## config.mk

```make
export PLATFORM = sky130hd
export DESIGN_NAME = sram_output_drain
export DESIGN_NICKNAME = d
export VERILOG_FILES = /design/src/rtl/sram_output_drain.sv
export SDC_FILE = /design/constraint.sdc
export NUM_CORES = 1
export LEC_CHECK = 0
export CAP_MARGIN = 20
export CORE_UTILIZATION = 55
export DETAILED_ROUTE_END_ITERATION = 12
export GPL_TIMING_DRIVEN = 0
export HOLD_SLACK_MARGIN = 0.1
export MAX_ROUTING_LAYER = met4
export PLACE_DENSITY = 0.79
export SYNTH_ARGS = -nofsm -noshare
export SYNTH_HDL_FRONTEND = slang
export SYNTH_SLANG_ARGS = --single-unit
```

## constraint.sdc

```tcl
create_clock -name clk_i -period 14.6 [get_ports clk_i]
set_input_delay 2.19 -clock clk_i [delete_from_list [all_inputs] [get_ports clk_i]]
set_output_delay 2.19 -clock clk_i [all_outputs]
set_load 0.05 [all_outputs]
```

## src/rtl/sram_output_drain.sv

```systemverilog
// Streams a programmed address range out of a 1-cycle-latency single-port SRAM through a 4-entry skid FIFO.
// Build option SRAM_DRAIN_CLEAR_EN: every read also writes zero back (read-and-clear).
module sram_output_drain #(
    parameter int DATA_WIDTH = 64,
    parameter int ADDR_WIDTH = 10,
    parameter int DEPTH      = 1024
) (
    input  logic                  clk_i,
    input  logic                  rst_i,
    input  logic                  start_i,
    input  logic [ADDR_WIDTH-1:0] base_addr_i,
    input  logic [ADDR_WIDTH:0]   length_i,
    output logic                  busy_o,
    output logic                  done_o,
    output logic                  sram_cen_n_o,
    output logic                  sram_wen_o,
    output logic [ADDR_WIDTH-1:0] sram_addr_o,
    output logic [DATA_WIDTH-1:0] sram_data_in_o,
    input  logic [DATA_WIDTH-1:0] sram_data_out_i,
    output logic                  m_valid_o,
    input  logic                  m_ready_i,
    output logic [DATA_WIDTH-1:0] m_data_o,
    output logic                  m_last_o
);

    // state | meaning
    // IDLE  | waiting for start, no SRAM access
    // RUN   | issuing reads and streaming words until out_left reaches zero
    typedef enum logic {ST_IDLE = 1'b0, ST_RUN = 1'b1} state_t;

    localparam logic [ADDR_WIDTH-1:0] LAST_ADDR = ADDR_WIDTH'(DEPTH - 1);
    localparam logic [ADDR_WIDTH:0]   CNT_ONE   = (ADDR_WIDTH + 1)'(1);

    state_t                state_q, state_d;
    logic                  done_q, done_d;
    logic [ADDR_WIDTH-1:0] rd_addr_q, rd_addr_d;
    logic [ADDR_WIDTH:0]   issue_left_q, issue_left_d;
    logic [ADDR_WIDTH:0]   out_left_q, out_left_d;
    logic [1:0]            inflight_q, inflight_d;
    logic                  rd_pend_q;

    logic [DATA_WIDTH-1:0] fifo_mem_q [4];
    logic [1:0]            wr_ptr_q, rd_ptr_q;
    logic [2:0]            fifo_count_q;

    logic [3:0]            credit_used;
    logic                  issue;
    logic                  push;
    logic                  pop;
    logic                  fifo_nonempty;

    // Credit covers both queued words and reads whose data has not landed yet.
    assign credit_used   = {1'b0, fifo_count_q} + {2'b00, inflight_q};
    assign issue         = (state_q == ST_RUN) && (issue_left_q != '0) && (credit_used < 4'd4);
    assign push          = rd_pend_q;
    assign fifo_nonempty = (fifo_count_q != 3'd0);
    assign pop           = fifo_nonempty && m_ready_i;
    assign inflight_d    = inflight_q + {1'b0, issue} - {1'b0, push};

    always_ff @(posedge clk_i or posedge rst_i) begin
        if (rst_i) begin
            state_q      <= ST_IDLE;
            done_q       <= 1'b0;
            rd_addr_q    <= '0;
            issue_left_q <= '0;
            out_left_q   <= '0;
        end else begin
            state_q      <= state_d;
            done_q       <= done_d;
            rd_addr_q    <= rd_addr_d;
            issue_left_q <= issue_left_d;
            out_left_q   <= out_left_d;
        end
    end

    always_comb begin
        state_d      = state_q;
        done_d       = 1'b0;
        rd_addr_d    = rd_addr_q;
        issue_left_d = issue_left_q;
        out_left_d   = out_left_q;
        case (state_q)
            ST_IDLE: begin
                if (start_i) begin
                    if (length_i != '0) begin
                        state_d      = ST_RUN;
                        rd_addr_d    = base_addr_i;
                        issue_left_d = length_i;
                        out_left_d   = length_i;
                    end else begin
                        done_d = 1'b1;
                    end
                end
            end
            ST_RUN: begin
                if (issue) begin
                    rd_addr_d    = (rd_addr_q == LAST_ADDR) ? '0 : rd_addr_q + 1'b1;
                    issue_left_d = issue_left_q - CNT_ONE;
                end
                if (pop) begin
                    out_left_d = out_left_q - CNT_ONE;
                    if (out_left_q == CNT_ONE) begin
                        state_d = ST_IDLE;
                        done_d  = 1'b1;
                    end
                end
            end
            default: state_d = ST_IDLE;
        endcase
    end

    always_comb begin
        busy_o       = (state_q == ST_RUN);
        done_o       = done_q;
        sram_cen_n_o = ~issue;
        sram_addr_o  = issue ? rd_addr_q : '0;
`ifdef SRAM_DRAIN_CLEAR_EN
        sram_wen_o   = issue;
`else
        sram_wen_o   = 1'b0;
`endif
        sram_data_in_o = '0;
        m_valid_o    = fifo_nonempty;
        m_data_o     = fifo_mem_q[rd_ptr_q];
        m_last_o     = fifo_nonempty && (out_left_q == CNT_ONE);
    end

    // Read data is valid the cycle after the issuing edge, so it is captured one edge later.
    always_ff @(posedge clk_i or posedge rst_i) begin
        if (rst_i) begin
            rd_pend_q    <= 1'b0;
            inflight_q   <= 2'd0;
            wr_ptr_q     <= 2'd0;
            rd_ptr_q     <= 2'd0;
            fifo_count_q <= 3'd0;
            for (int i = 0; i < 4; i++) begin
                fifo_mem_q[i] <= '0;
            end
        end else begin
            rd_pend_q  <= issue;
            inflight_q <= inflight_d;
            if (push) begin
                fifo_mem_q[wr_ptr_q] <= sram_data_out_i;
                wr_ptr_q             <= wr_ptr_q + 2'd1;
            end
            if (pop) begin
                rd_ptr_q <= rd_ptr_q + 2'd1;
            end
            fifo_count_q <= fifo_count_q + {2'b00, push} - {2'b00, pop};
        end
    end

endmodule
```

==> reports/metrics.cfg, run 1 <==
[synth]
synthFlopType=dfrtp_1
yosysWarnings=0
ys_seq_area_share_pct=52.9
synth_common_cells=dfrtp_1, mux2_2, buf_4, mux4_2, clkbuf_1
yosysMostFrequentCell=dfrtp_1
ys_ff_latch=300
synth_cell_types=57
synth-edff-count=0
yosysTopAreaCell=dfrtp_1
avgSynthCellArea_sq_um=14.2
synthTopCellsByArea=dfrtp_1, mux2_2, mux4_2
async_flop_share_pct=100
synth_top_area_share_pct=52.9
synth_area_sq_um=14200
synth_cells=1001

[routing]
wl_microns=30800
final_antenna_net_count=0
drc_errors=0
wl_per_cell_microns=19.0
drt_iter0_drc=624
vias=9083
dr.pass1.iters=6
post_drt_via_cell_ratio=5.59

[clocking]
holdBufCountCts=0
ctsRootBufferMaster=clkbuf_16
clk-insertion-delay-late_ns=0.50
post_cts_buffers=0
clkSlewWorstSetupHoldPaths_ns=0.06
tritoncts=yes
clk_path_buf_depth=3
htree_levels=2
cts.sinks=300
post_cts_resized=0
numCtsBuffers=34

[pwr]
power_mw=5.02
ir_drop_mv=0.209
p_leak_nw=7.65
pwr_density_cell_nw_per_um2=282

[timing]
worst_pin_slew_ns=0.903
rsz0062_at_grt=no
fin_ws_ns=9.25
fin_crit_sh_pct=36.6
fin_hold_ws_ns=0.499
clock_skew_ns=0.00971
hold_viol_final=0
finalSetupViolCount=0
drv_slew=0
tns_ns=0
slew_headroom_pct=39.8
clock.fmax_ghz=0.187
fin_crit_ns=5.35

[die]
core_region_area_sq_um=25300
die_area_sq_um=26500
fp.dieH_microns=163
die_w_microns=163
ioPinCount=233
std_cell_rows=58
start_util_pct=56.2

[critical_path]
rr_endpoint=inflight_q[1]$_DFF_PP0_
rr_startpoint=issue_left_q[0]$_DFFE_PP0P_
worstPathRequired_ns=12.41
r2r_cells=10
crit_chain=clkbuf_1 > clkbuf_1 > mux4_2 > clkdlybuf4s50_1
crit_start=rd_ptr_q[1]$_DFFE_PP0P_
slowest_stage=clkdlybuf4s50_1
path_class=reg2out
arrival_ns=3.16
cp-start-kind=register
end_kind=output port
endpoint=m_data_o[51]
cp_slowest_stage_delay_ns=0.81
crit_path_max_fanout=10
cp_common_cell=clkbuf_1
reg2reg_slack_ns=12.26

[grt]
track_usage_pct=24.9
grt-ovfl-total=0
grt_pass1_wl_microns=50300
first_global_vias=9537
antenna_found_initial=1
grt_max_degree=128

[placed_design]
pre_cts_ws_ns=9.73
place.port_buffers=167
hpwlAfterDp_microns=20800
gp_congestion=0.896

[run_status]
status=completed

[layout]
nFillCells=1745
final_net_count=1372
area_growth_syn_to_layout_pct=25.6
layout-drive-gt1-share_pct=36.6
fin_util_pct=70.6

[min_path]
holdCritStartpoint=fifo_mem_q[74]$_DFFE_PP0P_
hold_class=reg2reg

[flow_run]
maxCapViolations=0

-- how the worst min path moves through the flow --
| stage | endpoint | cells after the start |
|---|---|---|
| finish | fifo_mem_q[74]$_DFFE_PP0P_ | 1 |
| global route | fifo_mem_q[74]$_DFFE_PP0P_ | 1 |
| CTS | fifo_mem_q[99]$_DFFE_PP0P_ | 1 |
| detailed placement | fifo_mem_q[99]$_DFFE_PP0P_ | 1 |
| global placement | fifo_mem_q[102]$_DFFE_PP0P_ | 1 |
| floorplan | fifo_mem_q[100]$_DFFE_PP0P_ | 1 |
-- through the flow --
stage                     area (sq um)  std cells
after floorplan                  14400       1065
after global placement           16500       1562
after detailed placement         16600       1564
after CTS                        17800       1624
after global routing             17800       1625
final                            17800       1625
-- flip-flops by register name, indices dropped and copies added, names as in the netlist --
register,cells
fifo_mem_q,256
issue_left_q,11
out_left_q,11
rd_addr_q,10
fifo_count_q,3
inflight_q,2
rd_ptr_q,2
wr_ptr_q,2
busy_o,1
done_o,1
push,1
-- layout by cell type (no fill, tap or decap), drive strengths merged, types with 3 or more instances in the layout --
master,n
clkdlybuf4s50,167
nor2b,5
mux2,256
o221a,9
or3,3
clkbuf,85
o22a,5
a2bb2oi,3
xor2,3
clkinv,4
nand2,26
a21oi,17
and3,14
inv,18
nor4,6
a31oi,6
mux4,64
xnor2,6
conb,65
nand4,6
o21ai,33
nand3,15
buf,83
dfrtp,300
nor2,30
nor3,16
nor4b,3
ha,12
bufinv,5
-- layout make-up --
type | count | area [sq um] | share of cell area [%]
plain buffers | 116 | 701 | 3.93
diodes | 1 | 2.50 | 0.0140
well taps | 330 | 413 | 2.32
clock inverters | 10 | 181 | 1.02
multi-input cells | 631 | 6160 | 34.5
repair buffers | 169 | 1730 | 9.68
clock buffers | 50 | 1060 | 5.97
inverters | 18 | 75.1 | 0.421
flip-flops and latches | 300 | 7510 | 42.1
-- report_power, final --
group          total [mW]  internal, mW  switching [mW]  leakage (nW)
registers            1.50          1.26           0.239          3.51
clock network       0.926         0.593           0.333         0.612
logic                2.59          1.14            1.45          3.52
-- cell families (layout without fill, tap and decap cells) --
logic type / after synthesis / count (layout) / share of synthesized area [%]
multiplexers: 322 / 322 / 30.6
flip-flops: 300 / 300 / 52.9
buffers and inverters: 134 / 363 / 5.41
AND/OR/NAND/NOR: 133 / 133 / 5.01
AO/OA/AOI/OAI: 89 / 89 / 4.30
adder cells (fa/ha/maj): 13 / 13 / 1.20
XOR/XNOR: 9 / 9 / 0.555
other: 1 / 66 / 0.0264
-- per-layer routing --
layer,global-route usage (%),share of wire [%],vias to the layer above
met3,3.41,4.9,51
li1,-,-,4125
met5,-,0,-
met4,6.84,1.8,0
met1,33.4,43,4638
met2,40.1,50,269
-- critical path: cells and delay by family, from the launching register on --
kind,cells,cell delay [ns]
buffers and inverters,3,1.96
multiplexers,1,0.36
flip-flops,1,0.33
(Power assumes the default switching activity.)
==> run 2, diff against run 1 <==
CORE_UTILIZATION = 54   (was 55)
PLACE_DENSITY = 0.78   (was 0.79)
clock period = 5.15 ns   (was 14.6 ns; I/O delays follow)
==> reports/metrics.cfg, run 2 (same netlist as run 1, synthesis figures left out) <==
[critical_path]
crit_buf_inv=3  ; unchanged
end_kind=output port  ; unchanged
crit_start=rd_ptr_q[1]$_DFFE_PP0P_  ; unchanged
cp_common_cell=clkbuf_1  ; unchanged
crit_path_max_fanout=10  ; unchanged
worstPathRequired_ns=4.38  ; was 12.41 ns
path_class=reg2out  ; unchanged
cp_slowest_stage_delay_ns=0.81  ; about the same
critical_path.top_delay_family=buffers and inverters  ; unchanged
slowest_stage=clkdlybuf4s50_1  ; unchanged
rr_startpoint=issue_left_q[0]$_DFFE_PP0P_  ; unchanged
cp-start-kind=register  ; unchanged
arrival_ns=3.18  ; was 3.16 ns
crit_chain=clkbuf_1 > clkbuf_1 > mux4_2 > clkdlybuf4s50_1  ; unchanged

[pwr]
p_leak_nw=7.59  ; was 7.65 nW
power_frac_clock_pct=16.3  ; was 18.5%
pwr_density_cell_nw_per_um2=784  ; was 282 nW/um^2
p_sw_mw=5.70  ; was 2.02 mW
power_mw=13.9  ; was 5.02 mW
p_comb_share_pct=53.1  ; was 51.7%
seqPwrFrac_pct=30.6  ; was 29.9%
internal-power_mw=8.19  ; was 3.00 mW
sw_frac_of_total_pct=41.0  ; was 40.3%
ir_drop_mv=0.668  ; was 0.209 mV

[routing]
wl_microns=31000  ; was 30,800 microns
final_antenna_net_count=0  ; unchanged
wl_per_cell_microns=19.1  ; was 19.0 microns
dr.pass1.iters=6  ; unchanged
drt_iter0_drc=531  ; was 624
drc_errors=0  ; unchanged
post_drt_via_cell_ratio=5.60  ; was 5.59
vias=9095  ; was 9,083

[clocking]
post_cts_resized=0  ; unchanged
holdBufCountCts=0  ; unchanged
tritoncts=yes  ; unchanged
htree_levels=1  ; was 2
numCtsBuffers=31  ; was 34
ctsRootBufferMaster=clkbuf_16  ; unchanged
clk_path_buf_depth=3  ; unchanged
clkSlewWorstSetupHoldPaths_ns=0.06  ; about the same
clk-insertion-delay-late_ns=0.54  ; was 0.50 ns
post_cts_buffers=0  ; unchanged
cts.sinks=300  ; unchanged

[placed_design]
hpwlAfterDp_microns=21300  ; was 20,800 microns
gp_congestion=0.906  ; was 0.896
place.port_buffers=167  ; unchanged
pre_cts_ws_ns=1.69  ; was 9.73 ns
dp.cells=1570  ; was 1,564
dpl_cell_area_sq_um=16700  ; was 16,600 sq um

[die]
std_cell_rows=58  ; unchanged
die_area_sq_um=26900  ; was 26,500 sq um
core_region_area_sq_um=25500  ; was 25,300 sq um
fp.dieH_microns=164  ; was 163 microns
die_w_microns=164  ; was 163 microns
ioPinCount=233  ; unchanged
start_util_pct=55.7  ; was 56.2%

[timing]
tns_ns=0  ; unchanged
hold_viol_final=0  ; unchanged
fin_crit_ns=3.95
clock_skew_ns=0.00967  ; was 0.00971 ns
drv_slew=0  ; unchanged
worst_pin_slew_ns=0.899  ; was 0.903 ns
slew_headroom_pct=40.1  ; was 39.8%
rsz0062_at_grt=no  ; unchanged
fin_ws_ns=1.20  ; was 9.25 ns
clock.fmax_ghz=0.253
fin_hold_ws_ns=0.498  ; was 0.499 ns
fin_crit_sh_pct=76.7
finalSetupViolCount=0  ; unchanged

[layout]
final_cell_area_sq_um=17700  ; was 17,800 sq um
layout-drive-gt1-share_pct=36.6  ; unchanged
final_common_cell=dfrtp_1  ; unchanged
fin_util_pct=69.6  ; was 70.6%
largest_reg_flops=256  ; unchanged
reg.largest.list=fifo_mem_q: 256 flops, issue_left_q: 11 flops, out_left_q: 11 flops  ; unchanged
final_cell_mix=dfrtp_1, mux2_2, clkdlybuf4s50_1  ; unchanged
num_antenna_cells=0  ; was 1
final_net_count=1375  ; was 1,372
stdcell_count=1624  ; was 1,625
regMostFlops=fifo_mem_q  ; unchanged
area_growth_syn_to_layout_pct=24.8  ; was 25.6%

[grt]
antenna_found_initial=0  ; was 1
grt_pass1_wl_microns=49800  ; was 50,300 microns
grt_max_degree=43  ; was 128
track_usage_pct=24.4  ; was 24.9%
grt-ovfl-total=0  ; unchanged
first_global_vias=9416  ; was 9,537

[flow_run]
maxCapViolations=0  ; unchanged

[min_path]
hold_class=reg2reg  ; unchanged
holdCritStartpoint=fifo_mem_q[72]$_DFFE_PP0P_  ; was fifo_mem_q[74]$_DFFE_PP0P_

[run_status]
status=completed  ; unchanged

==> run 2: changes by cell type in the layout (fill, tap and decap cells not counted) <==
cell / delta
buf_12: +8
clkbuf_16: -6
clkinv_2: +5
clkbuf_8: -4
buf_16: -2
clkinvlp_4: +2
bufinv_16: -1
clkinv_4: -1
diode_2: -1
inv_8: -1
==> run 2: worst register-to-register path: stages, from the launching register on <==
cell      delay (ns)
dfrtp_1         0.41
inv_1           0.08
ha_1            0.20
nor4b_4         0.48
nand4b_4        0.20
nand2_2         0.19
ha_1            0.25
inv_1           0.05
ha_1            0.15
xnor2_1         0.14
xnor2_1         0.13
==> run 2: power by group through the flow <==
| stage | Clock [mW] | Sequential [mW] | Combinational (mW) |
|---|---|---|---|
| 2_1_floorplan | 0 | 4.07 | 5.51 |
| 3_3_place_gp | 0 | 4.21 | 7.26 |
| 3_5_place_dp | 0 | 4.27 | 7.41 |
| 4_1_cts | 2.32 | 4.24 | 7.44 |
| 5_1_grt | 2.39 | 4.41 | 7.80 |
| 6_report | 2.27 | 4.25 | 7.37 |
==> run 2: path summary, 6_finish.rpt <==
path	to	cells past startpoint	slack (ns)
max	m_data_o[35]	4	1.20
min	fifo_mem_q[72]$_DFFE_PP0P_	1	0.50
max reg2reg	inflight_q[1]$_DFF_PP0_	10	2.78
min reg2reg	fifo_mem_q[72]$_DFFE_PP0P_	1	0.50
max in group asynchronous	fifo_mem_q[115]$_DFFE_PP0P_	6	3.25
min in group asynchronous	fifo_mem_q[198]$_DFFE_PP0P_	2	0.65
==> run 2: final cells by class <==
class	instances	area, sq um
Fill cell	1779	7750
Sequential cell	300	7510
Multi-Input combinational cell	631	6160
Timing Repair Buffer	175	1830
Clock buffer	40	860
Buffer	116	701
Tap cell	330	413
Clock inverter	14	175
Inverter	18	71.3
==> run 2: layer usage <==
| layer | up-vias | wire, microns | global-route usage [%] |
|---|---|---|---|
| met5 | - | 0 | - |
| met4 | 0 | 642 | 5.51 |
| met3 | 46 | 1490 | 2.95 |
| met2 | 261 | 15700 | 40.8 |
| met1 | 4669 | 13200 | 31.9 |
| li1 | 4119 | - | - |
==> run 3, diff against run 2 <==
clock period = 3.71 ns   (was 5.15 ns; I/O delays follow)
==> reports/metrics.cfg, run 3 (same netlist as run 1, synthesis figures left out) <==
[clocking]
cts.sinks=300  ; unchanged
post_cts_resized=3  ; was 0
ctsRootBufferMaster=clkbuf_16  ; unchanged
tritoncts=yes  ; unchanged
numCtsBuffers=31  ; unchanged
clkSlewWorstSetupHoldPaths_ns=0.06  ; about the same
clk-insertion-delay-late_ns=0.54  ; about the same
post_cts_buffers=0  ; unchanged
clk_path_buf_depth=3  ; unchanged
htree_levels=1  ; unchanged
holdBufCountCts=0  ; unchanged

[grt]
track_usage_pct=24.4  ; about the same
first_global_vias=9418  ; was 9,416
antenna_found_initial=0  ; unchanged
grt-ovfl-total=0  ; unchanged
grt_pass1_wl_microns=49800  ; about the same
grt_max_degree=43  ; unchanged

[pwr]
p_leak_nw=7.74  ; was 7.59 nW
ir_drop_mv=0.928  ; was 0.668 mV
power_mw=19.3  ; was 13.9 mW
pwr_density_cell_nw_per_um2=1090  ; was 784 nW/um^2

[critical_path]
crit_path_max_fanout=10  ; unchanged
end_kind=output port  ; unchanged
path_class=reg2out  ; unchanged
cp-start-kind=register  ; unchanged
arrival_ns=2.99  ; was 3.18 ns
worstPathRequired_ns=3.15  ; was 4.38 ns

[die]
die_w_microns=164  ; unchanged
ioPinCount=233  ; unchanged
fp.dieH_microns=164  ; unchanged
std_cell_rows=58  ; unchanged
start_util_pct=55.7  ; unchanged
core_region_area_sq_um=25500  ; unchanged
die_area_sq_um=26900  ; unchanged

[layout]
fin_util_pct=69.7  ; was 69.6%
final_cell_area_sq_um=17800  ; was 17,700 sq um
area_growth_syn_to_layout_pct=25.1  ; was 24.8%
final_net_count=1374  ; was 1,375
regMostFlops=fifo_mem_q  ; unchanged
final_common_cell=dfrtp_1  ; unchanged
largest_reg_flops=256  ; unchanged
reg.largest.list=fifo_mem_q: 256 flops, issue_left_q: 11 flops, out_left_q: 11 flops  ; unchanged
num_antenna_cells=0  ; unchanged
layout-drive-gt1-share_pct=36.9  ; was 36.6%
final_cell_mix=dfrtp_1, mux2_2, clkdlybuf4s50_1  ; unchanged
stdcell_count=1623  ; was 1,624

[placed_design]
place.port_buffers=167  ; unchanged
gp_congestion=0.906  ; unchanged
dpl_cell_area_sq_um=16700  ; unchanged
hpwlAfterDp_microns=21300  ; unchanged
dp.cells=1570  ; unchanged

[flow_run]
maxCapViolations=0  ; unchanged

[min_path]
hold_class=in2async  ; was reg2reg

[timing]
worst_pin_slew_ns=0.862  ; was 0.899 ns
finalSetupViolCount=0  ; unchanged
rsz0062_at_grt=yes  ; was no
clock_skew_ns=0.00844  ; was 0.00967 ns
fin_crit_ns=3.54
drv_slew=0  ; unchanged
fin_hold_ws_ns=0.433  ; was 0.498 ns
fin_crit_sh_pct=95.5
slew_headroom_pct=42.5  ; was 40.1%
hold_viol_final=0  ; unchanged
clock.fmax_ghz=0.282

[routing]
drc_errors=0  ; unchanged
dr.pass1.iters=5  ; was 6
final_antenna_net_count=0  ; unchanged
wl_per_cell_microns=19.1  ; about the same
post_drt_via_cell_ratio=5.63  ; was 5.60
drt_iter0_drc=548  ; was 531
wl_microns=31000  ; about the same
vias=9145  ; was 9,095

[run_status]
status=completed  ; unchanged

[run 3: final cells by class]
| type | count | area, sq um |
|---|---|---|
| Multi-Input combinational cell | 631 | 6160 |
| Timing Repair Buffer | 175 | 1850 |
| Sequential cell | 300 | 7510 |
| Buffer | 115 | 716 |
| Fill cell | 1772 | 7720 |
| Tap cell | 330 | 413 |
| Inverter | 18 | 71.3 |
| Clock inverter | 14 | 175 |
| Clock buffer | 40 | 860 |
[run 3: report_power, final]
part           total (mW)  internal, mW  switching [mW]
registers            5.92          4.96           0.958
logic                10.2          4.52            5.70
clock network        3.15          1.90            1.25
total                19.3          11.4            7.91
[run 3: through the flow]
stage          setup slack (ns)  TNS (ns)
3_3_place_gp              -2.92   -869.17
4_1_cts                  0.0577         0
3_5_place_dp              0.462         0
2_1_floorplan            -0.834   -250.07
6_report                  0.166         0
5_1_grt                -0.00240  -0.00240
[run 3: path summary, 6_finish.rpt]
path	from	end	slack, ns	cells after the start
worst max register to register	issue_left_q[0]$_DFFE_PP0P_	inflight_q[1]$_DFF_PP0_	1.32	10
min in group clk_i	fifo_mem_q[121]$_DFFE_PP0P_	fifo_mem_q[121]$_DFFE_PP0P_	0.50	1
worst min register to register	fifo_mem_q[121]$_DFFE_PP0P_	fifo_mem_q[121]$_DFFE_PP0P_	0.50	1
max in group asynchronous	rst_i	fifo_mem_q[115]$_DFFE_PP0P_	2.02	6
worst min-delay path	rst_i	fifo_mem_q[198]$_DFFE_PP0P_	0.43	2
worst max-delay path	rd_ptr_q[0]$_DFFE_PP0P_	m_data_o[34]	0.17	4
[run 3: per-layer routing]
metal,up-vias,GRT usage (%),part of all wire (%)
met5,-,-,0
met4,0,5.51,2.1
met3,49,2.95,4.6
met2,263,40.7,50
met1,4718,32.0,43
li1,4115,-,-
[run 3: critical path: stages, from the launching register on]
cell,delay [ns]
dfrtp_1,0.38
buf_2,0.34
buf_2,0.41
mux4_2,0.58
clkdlybuf4s50_1,0.73
